$ cat src/rtl/load_store_unit.sv
// ---------------------------------------------------------------------------
// load_store_unit
//   Bridges the core's load/store requests onto a simple req/ready memory
//   port.  One access is in flight at a time.  A request captured in IDLE
//   moves to REQ, where it waits for mem_ready.  DONE then pulses for one
//   cycle.  stall holds the PC and RegWrite frozen until DONE.
//
// Optional feature (macro LSU_MISALIGN_TRAP_EN):
//   Misaligned half/word accesses skip memory and complete with fault=1.
//   When the macro is undefined, the fault port and trap path are absent.
//
// Ports
//   clk, reset          : clock, synchronous active-high reset
//   MemRead, MemWrite   : access request from the control unit (both = store)
//   funct3              : access size/sign (instr[14:12])
//   addr, store_data    : byte address and store operand
//   stall               : freeze PC update / RegWrite while high
//   done                : one-cycle access-complete pulse
//   load_data           : extended load result for write-back
//   mem_req, mem_we     : memory request / write strobe
//   mem_addr, mem_wdata : word-aligned address, lane-replicated write data
//   mem_be              : byte enables
//   mem_ready           : memory handshake (mem_rdata valid on loads)
//   mem_rdata           : memory read word
//   fault               : misalignment trap flag (LSU_MISALIGN_TRAP_EN only)
// ---------------------------------------------------------------------------
module load_store_unit #(
  parameter int WIDTH = 32
) (
  input  logic             clk,
  input  logic             reset,
  input  logic             MemRead,
  input  logic             MemWrite,
  input  logic [2:0]       funct3,
  input  logic [WIDTH-1:0] addr,
  input  logic [WIDTH-1:0] store_data,
  output logic             stall,
  output logic             done,
  output logic [WIDTH-1:0] load_data,
  output logic             mem_req,
  output logic             mem_we,
  output logic [WIDTH-1:0] mem_addr,
  output logic [WIDTH-1:0] mem_wdata,
  output logic [3:0]       mem_be,
`ifdef LSU_MISALIGN_TRAP_EN
  output logic             fault,
`endif
  input  logic             mem_ready,
  input  logic [WIDTH-1:0] mem_rdata
);

  typedef enum logic [1:0] {IDLE, REQ, DONE} state_t;

  state_t     state;
  logic [1:0] off_q;    // byte offset of the access in flight
  logic [2:0] f3_q;     // size/sign of the access in flight
  logic       load_q;   // access in flight is a load

  logic [3:0]       be_c;
  logic [WIDTH-1:0] wdata_c;
  logic [WIDTH-1:0] sh_b, sh_h, ext_c;

  // Requesting cycle stalls combinationally so the PC never slips past it.
  assign stall = ((state == IDLE) && (MemRead || MemWrite)) || (state == REQ);

  // Lane selection and write-data replication for the incoming request.
  // NOTE: every always_comb output gets a default first so no latch is inferred.
  always_comb begin
    be_c    = 4'b1111;
    wdata_c = store_data;
    case (funct3[1:0])
      2'b00: begin
        be_c    = 4'b0001 << addr[1:0];
        wdata_c = {4{store_data[7:0]}};
      end
      2'b01: begin
        be_c    = 4'b0011 << {addr[1], 1'b0};
        wdata_c = {2{store_data[15:0]}};
      end
      default: ;
    endcase
  end

  // Shift the addressed lane down, then extend it by size and sign.
  always_comb begin
    sh_b  = mem_rdata >> {off_q, 3'b000};
    sh_h  = mem_rdata >> {off_q[1], 4'b0000};
    ext_c = mem_rdata;
    case (f3_q)
      3'b000:  ext_c = {{(WIDTH-8){sh_b[7]}}, sh_b[7:0]};
      3'b001:  ext_c = {{(WIDTH-16){sh_h[15]}}, sh_h[15:0]};
      3'b100:  ext_c = {{(WIDTH-8){1'b0}}, sh_b[7:0]};
      3'b101:  ext_c = {{(WIDTH-16){1'b0}}, sh_h[15:0]};
      default: ext_c = mem_rdata;
    endcase
  end

`ifdef LSU_MISALIGN_TRAP_EN
  logic mis_c;
  always_comb begin
    mis_c = 1'b0;
    if (funct3[1:0] == 2'b01)
      mis_c = addr[0];
    else if (funct3[1:0] != 2'b00)
      mis_c = (addr[1:0] != 2'b00);
  end
`endif

  // NOTE: sequential state uses non-blocking assignments only, so every
  // register samples pre-edge values regardless of statement order.
  always_ff @(posedge clk) begin
    if (reset) begin
      state     <= IDLE;
      off_q     <= '0;
      f3_q      <= '0;
      load_q    <= 1'b0;
      load_data <= '0;
      mem_req   <= 1'b0;
      mem_we    <= 1'b0;
      mem_addr  <= '0;
      mem_wdata <= '0;
      mem_be    <= '0;
      done      <= 1'b0;
`ifdef LSU_MISALIGN_TRAP_EN
      fault     <= 1'b0;
`endif
    end else begin
      done <= 1'b0;
`ifdef LSU_MISALIGN_TRAP_EN
      fault <= 1'b0;
`endif
      case (state)
        IDLE: begin
          if (MemRead || MemWrite) begin
            off_q  <= addr[1:0];
            f3_q   <= funct3;
            load_q <= !MemWrite;  // store wins when both are requested
`ifdef LSU_MISALIGN_TRAP_EN
            if (mis_c) begin
              state <= DONE;
              done  <= 1'b1;
              fault <= 1'b1;
            end else
`endif
            begin
              state     <= REQ;
              mem_req   <= 1'b1;
              mem_we    <= MemWrite;
              mem_addr  <= {addr[WIDTH-1:2], 2'b00};
              mem_be    <= be_c;
              mem_wdata <= wdata_c;
            end
          end
        end
        REQ: begin
          if (mem_ready) begin
            state   <= DONE;
            mem_req <= 1'b0;
            mem_we  <= 1'b0;
            done    <= 1'b1;
            // mem_rdata is only valid on the handshake edge, so extend it now.
            if (load_q)
              load_data <= ext_c;
          end
        end
        DONE:    state <= IDLE;
        default: state <= IDLE;
      endcase
    end
  end

endmodule

$ cat config.mk
export PLATFORM = sky130hd
export DESIGN_NAME = load_store_unit
export DESIGN_NICKNAME = d
export VERILOG_FILES = /design/src/rtl/load_store_unit.sv
export SDC_FILE = /design/constraint.sdc
export NUM_CORES = 1
export LEC_CHECK = 0
export BUFFER_PORTS_ARGS = -buffer_cell sky130_fd_sc_hd__buf_2
export CORE_ASPECT_RATIO = 1.25
export CORE_UTILIZATION = 43
export CTS_CLUSTER_DIAMETER = 40
export CTS_CLUSTER_SIZE = 16
export DETAILED_ROUTE_END_ITERATION = 16
export PLACE_DENSITY = 0.81
export SYNTH_ARGS = -nofsm -noshare
export SYNTH_HDL_FRONTEND = slang
export SYNTH_SLANG_ARGS = --single-unit
$ cat constraint.sdc
create_clock -name clk -period 1.6 [get_ports clk]
set_input_delay 0.08 -clock clk [delete_from_list [all_inputs] [get_ports clk]]
set_output_delay 0.08 -clock clk [all_outputs]
set_load 0.05 [all_outputs]
==> impl_table.tex <==
\begin{tabular}{lr}
\hline
Metric & Value \\
\hline
\multicolumn{2}{l}{\textbf{Status}} \\
Status & finished clean \\
\multicolumn{2}{l}{\textbf{Logic synthesis}} \\
Synth top area cells & dfxtp\_1, nand2\_1, a21oi\_1 \\
Syn Std Cell Area & 4820 µm² \\
Count of mapped cells out of synthesis & 585 \\
Area leader, netlist & dfxtp\_1 \\
Per-instance average area after synthesis & 8.24 µm² \\
Sequential cell area fraction in the yosys report & 45.3\% \\
Number of synthesized register bits & 109 \\
Area share of the leading cell type in the synthesized netlist & 45.3\% \\
Number of warnings reported in the yosys synthesis log & 0 \\
Distinct cells, synth & 39 \\
\multicolumn{2}{l}{\textbf{Clock tree}} \\
Clk root buf & clkbuf\_16 \\
Inserted Clock Buffers & 9 \\
CTS tree & built \\
Number of sinks on the clock net & 109 \\
Clock Pin Slew Worst Setup and Hold Paths & 80 ps \\
H-tree lvl count & 3 \\
Clock latency reported for the late side of the worst-skew pair & 350 ps \\
CTS Buffer Depth & 2 \\
\multicolumn{2}{l}{\textbf{Power and ir drop}} \\
Internal power consumption & 4.70 mW \\
Switching power & 2.60 mW \\
Cell area power density & 1060 nW/µm² \\
Portion of total power attributed to sequential cells & 41.4\% \\
Lkg Pwr & 3.15 nW \\
Fraction of power spent switching nets & 35.7\% \\
Combinational fraction of design power & 28.5\% \\
Worst supply voltage drop on vdd & 0.692 mV \\
Clk network pwr share & 30.1\% \\
\multicolumn{2}{l}{\textbf{Global routing}} \\
Pin count of the biggest net entering global routing & 81 \\
Initial antenna violation count & 0 \\
Global-route wire length before repair & 23.8 mm \\
Total gr overflow & 0 \\
Total routing usage reported by global routing & 25.3\% \\
Vias in the first global route & 4878 \\
\multicolumn{2}{l}{\textbf{Floorplan}} \\
Chip Height & 120 µm \\
Cell Rows & 42 \\
Die boundary width & 96.7 µm \\
Placeable Area & 10800 µm² \\
Initial cell density of the core & 44.8\% \\
Ports & 208 \\
Total Die Area & 11600 µm² \\
\multicolumn{2}{l}{\textbf{Timing}} \\
Count of endpoints failing hold in the final timing report & 0 \\
Crit path setup slack, layout & 12.1 ps \\
Final period demand of the worst path & 1590 ps \\
Setup violation total in the final timing report & 0 \\
Number of pins exceeding their max-slew limit in the final report & 0 \\
Worst Skew & 6.45 ps \\
Part of the cycle the worst path needs & 99.2\% \\
Highest clock rate & 630 MHz \\
Unrepaired setup endpoints after global routing & true \\
Final setup TNS & 0 ps \\
\multicolumn{2}{l}{\textbf{Min path}} \\
Source of the worst hold timing path & mem\_rdata[20] \\
Worst hold path type & in2reg \\
\multicolumn{2}{l}{\textbf{Routing}} \\
First-pass iteration count of the detailed router & 5 \\
Via count & 5243 \\
Iteration-0 DRC Markers & 246 \\
DRC violation count after routing & 0 \\
Antenna Violating Nets Remaining & 0 \\
Routed wire length & 15.3 mm \\
Wire length per cell & 16.0 µm \\
Number of vias per cell after detailed routing & 5.46 \\
\multicolumn{2}{l}{\textbf{Place}} \\
I/O Buffers & 205 \\
Cell area reported after detailed placement & 6110 µm² \\
Post-Place Worst Slack & 15.3 ps \\
Placed cells & 898 \\
RD Place Congestion & 0.866 \\
Post-DP HPWL & 10.1 mm \\
\multicolumn{2}{l}{\textbf{Worst setup path}} \\
Critical path required time & 1820 ps \\
Arrival time at the worst endpoint & 1810 ps \\
Delay of the slowest cell on the worst path & 480 ps \\
Critical path endpoint category & register \\
Worst setup path startpoint & f3\_q[0]\$\_SDFFE\_PP0P\_ \\
Maximum fanout along the worst path & 16 \\
Startpoint of the worst register-to-register path & f3\_q[0]\$\_SDFFE\_PP0P\_ \\
Critical-path cell list & or2\_0 > mux4\_2 > a31oi\_4 > buf\_12 > a211oi\_1 \\
Kind of launch point of the worst setup path & register \\
Setup Crit Path Kind & reg2reg \\
Slowest-stage cell, CP & mux4\_2 \\
\multicolumn{2}{l}{\textbf{Layout}} \\
Final-stage net count & 927 \\
Final std cell area, no fill & 6910 µm² \\
Fraction of final layout cells with drive strength greater than 1 & 34.4\% \\
Synthesis-to-layout area growth & 43.3\% \\
Post-route insts no fill & 960 \\
\# diodes & 0 \\
\multicolumn{2}{l}{\textbf{Flow run}} \\
Max Cap Viol & 0 \\
\hline
\end{tabular}
placed cells by master (no fill, tap or decap), drive strengths merged, types with 2 or more instances in the layout:
master / instances
clkinv: 4
o21ai: 51
nand3b: 7
a311oi: 8
mux2i: 32
nor4bb: 8
o221a: 8
buf: 235
conb: 2
clkbuf: 10
dlygate4sd3: 41
a32o: 2
nor2: 30
or2: 2
nand2: 143
dfxtp: 109
inv: 8
nor3: 7
nand2b: 7
a21oi: 78
a211oi: 21
metal layers:
layer  vias to the layer above  routed length (µm)  share of wire [%]  global-route usage, %
met5                         -                   0                  0                      0
li1                       2510                   -                  -                      -
met2                       252                7610                 50                   44.7
met1                      2452                6080                 40                   28.6
met4                         0                 387                2.5                   11.2
met3                        29                1260                8.2                   6.65
path summary, 6_finish.rpt:
path,slack [ps],to,depth (start not counted)
worst max-delay path,10,load_data[28]$_SDFFE_PP0P_,5
worst min-delay path,10,load_data[20]$_SDFFE_PP0P_,3
worst max register to register,10,load_data[28]$_SDFFE_PP0P_,5
worst min register to register,450,mem_addr[8]$_SDFFE_PP0P_,2
power groups by stage:
stage / Sequential, mW / Combinational, mW / Clock, mW
4_1_cts: 3.02 / 2.01 / 2.24
3_3_place_gp: 3.07 / 1.91 / 0
6_report: 3.02 / 2.08 / 2.20
2_1_floorplan: 3.73 / 0.664 / 0
3_5_place_dp: 3.08 / 1.93 / 0
5_1_grt: 3.04 / 2.20 / 2.35
cell type report:
| class | count | area (µm²) |
|---|---|---|
| timing repair buffer | 277 | 1810 |
| clock buffer | 9 | 225 |
| clock inverter | 7 | 66.3 |
| fill | 913 | 3860 |
| inverter | 5 | 18.8 |
| multi-input combinational | 421 | 2440 |
| sequential | 109 | 2180 |
| tap | 132 | 165 |
synthesized netlist by cell type:
cell type	instances
nor4_1	1
and4bb_2	1
o221a_2	8
buf_1	2
and3_1	1
o31ai_1	1
o221ai_1	1
nand4b_1	1
conb_1	1
and4b_1	1
mux2i_1	32
o41ai_4	1
dfxtp_1	109
nand2_1	143
a32o_1	2
clkbuf_1	36
a31oi_4	1
mux4_2	1
buf_4	2
nor3b_1	1
o21ai_0	51
or3_1	1
nand2b_1	7
buf_2	10
nor4bb_1	8
nand3b_1	7
mux2_2	1
o211a_1	1
a21oi_2	10
inv_1	5
a311oi_1	8
buf_8	1
a211oi_1	21
or3b_2	1
nor3_2	1
a21oi_1	68
or2_0	2
nor2_1	30
nor3_1	6
metrics by stage:
step / hold slack, ps / power [mW] / utilization (%)
floorplan: 216 / 4.39 / -
global placement: 320 / 4.98 / 56.7
detailed placement: 326 / 5.01 / 56.7
CTS: 1.21 / 7.27 / 63.2
global route: 11.9 / 7.59 / 64.1
finish: 9.54 / 7.30 / 64.1
repair_timing:
item	CTS	global route
hold buffers	41	0
endpoints found under the hold margin	41	0
buffers inserted	0	4
gates resized for setup	0	10
setup endpoints to repair	0	25
sequential cells by signal, indices dropped and copies added (netlist names):
| name | flops |
|---|---|
| done | 1 |
| f3_q | 3 |
| load_data | 32 |
| load_q | 1 |
| mem_addr | 30 |
| mem_be | 4 |
| mem_req | 1 |
| mem_wdata | 32 |
| mem_we | 1 |
| off_q | 2 |
| state | 2 |
worst max-delay path, delay by kind of cell (launching register included):
kind	cells	cell delay (ps)
buf+inv	1	180
compound gates	2	250
mux	1	480
flops	1	330
simple gates	1	210
cells by family after synthesis:
family / count (synthesis) / share of synthesized area (%)
buffers and inverters: 56 / 5.01
AOI/OAI and AO/OA: 173 / 22.7
and+or+nand+nor: 212 / 19.6
other: 1 / 0.0778
DFF: 109 / 45.3
muxes: 34 / 7.34
(Power assumes the default switching activity.)
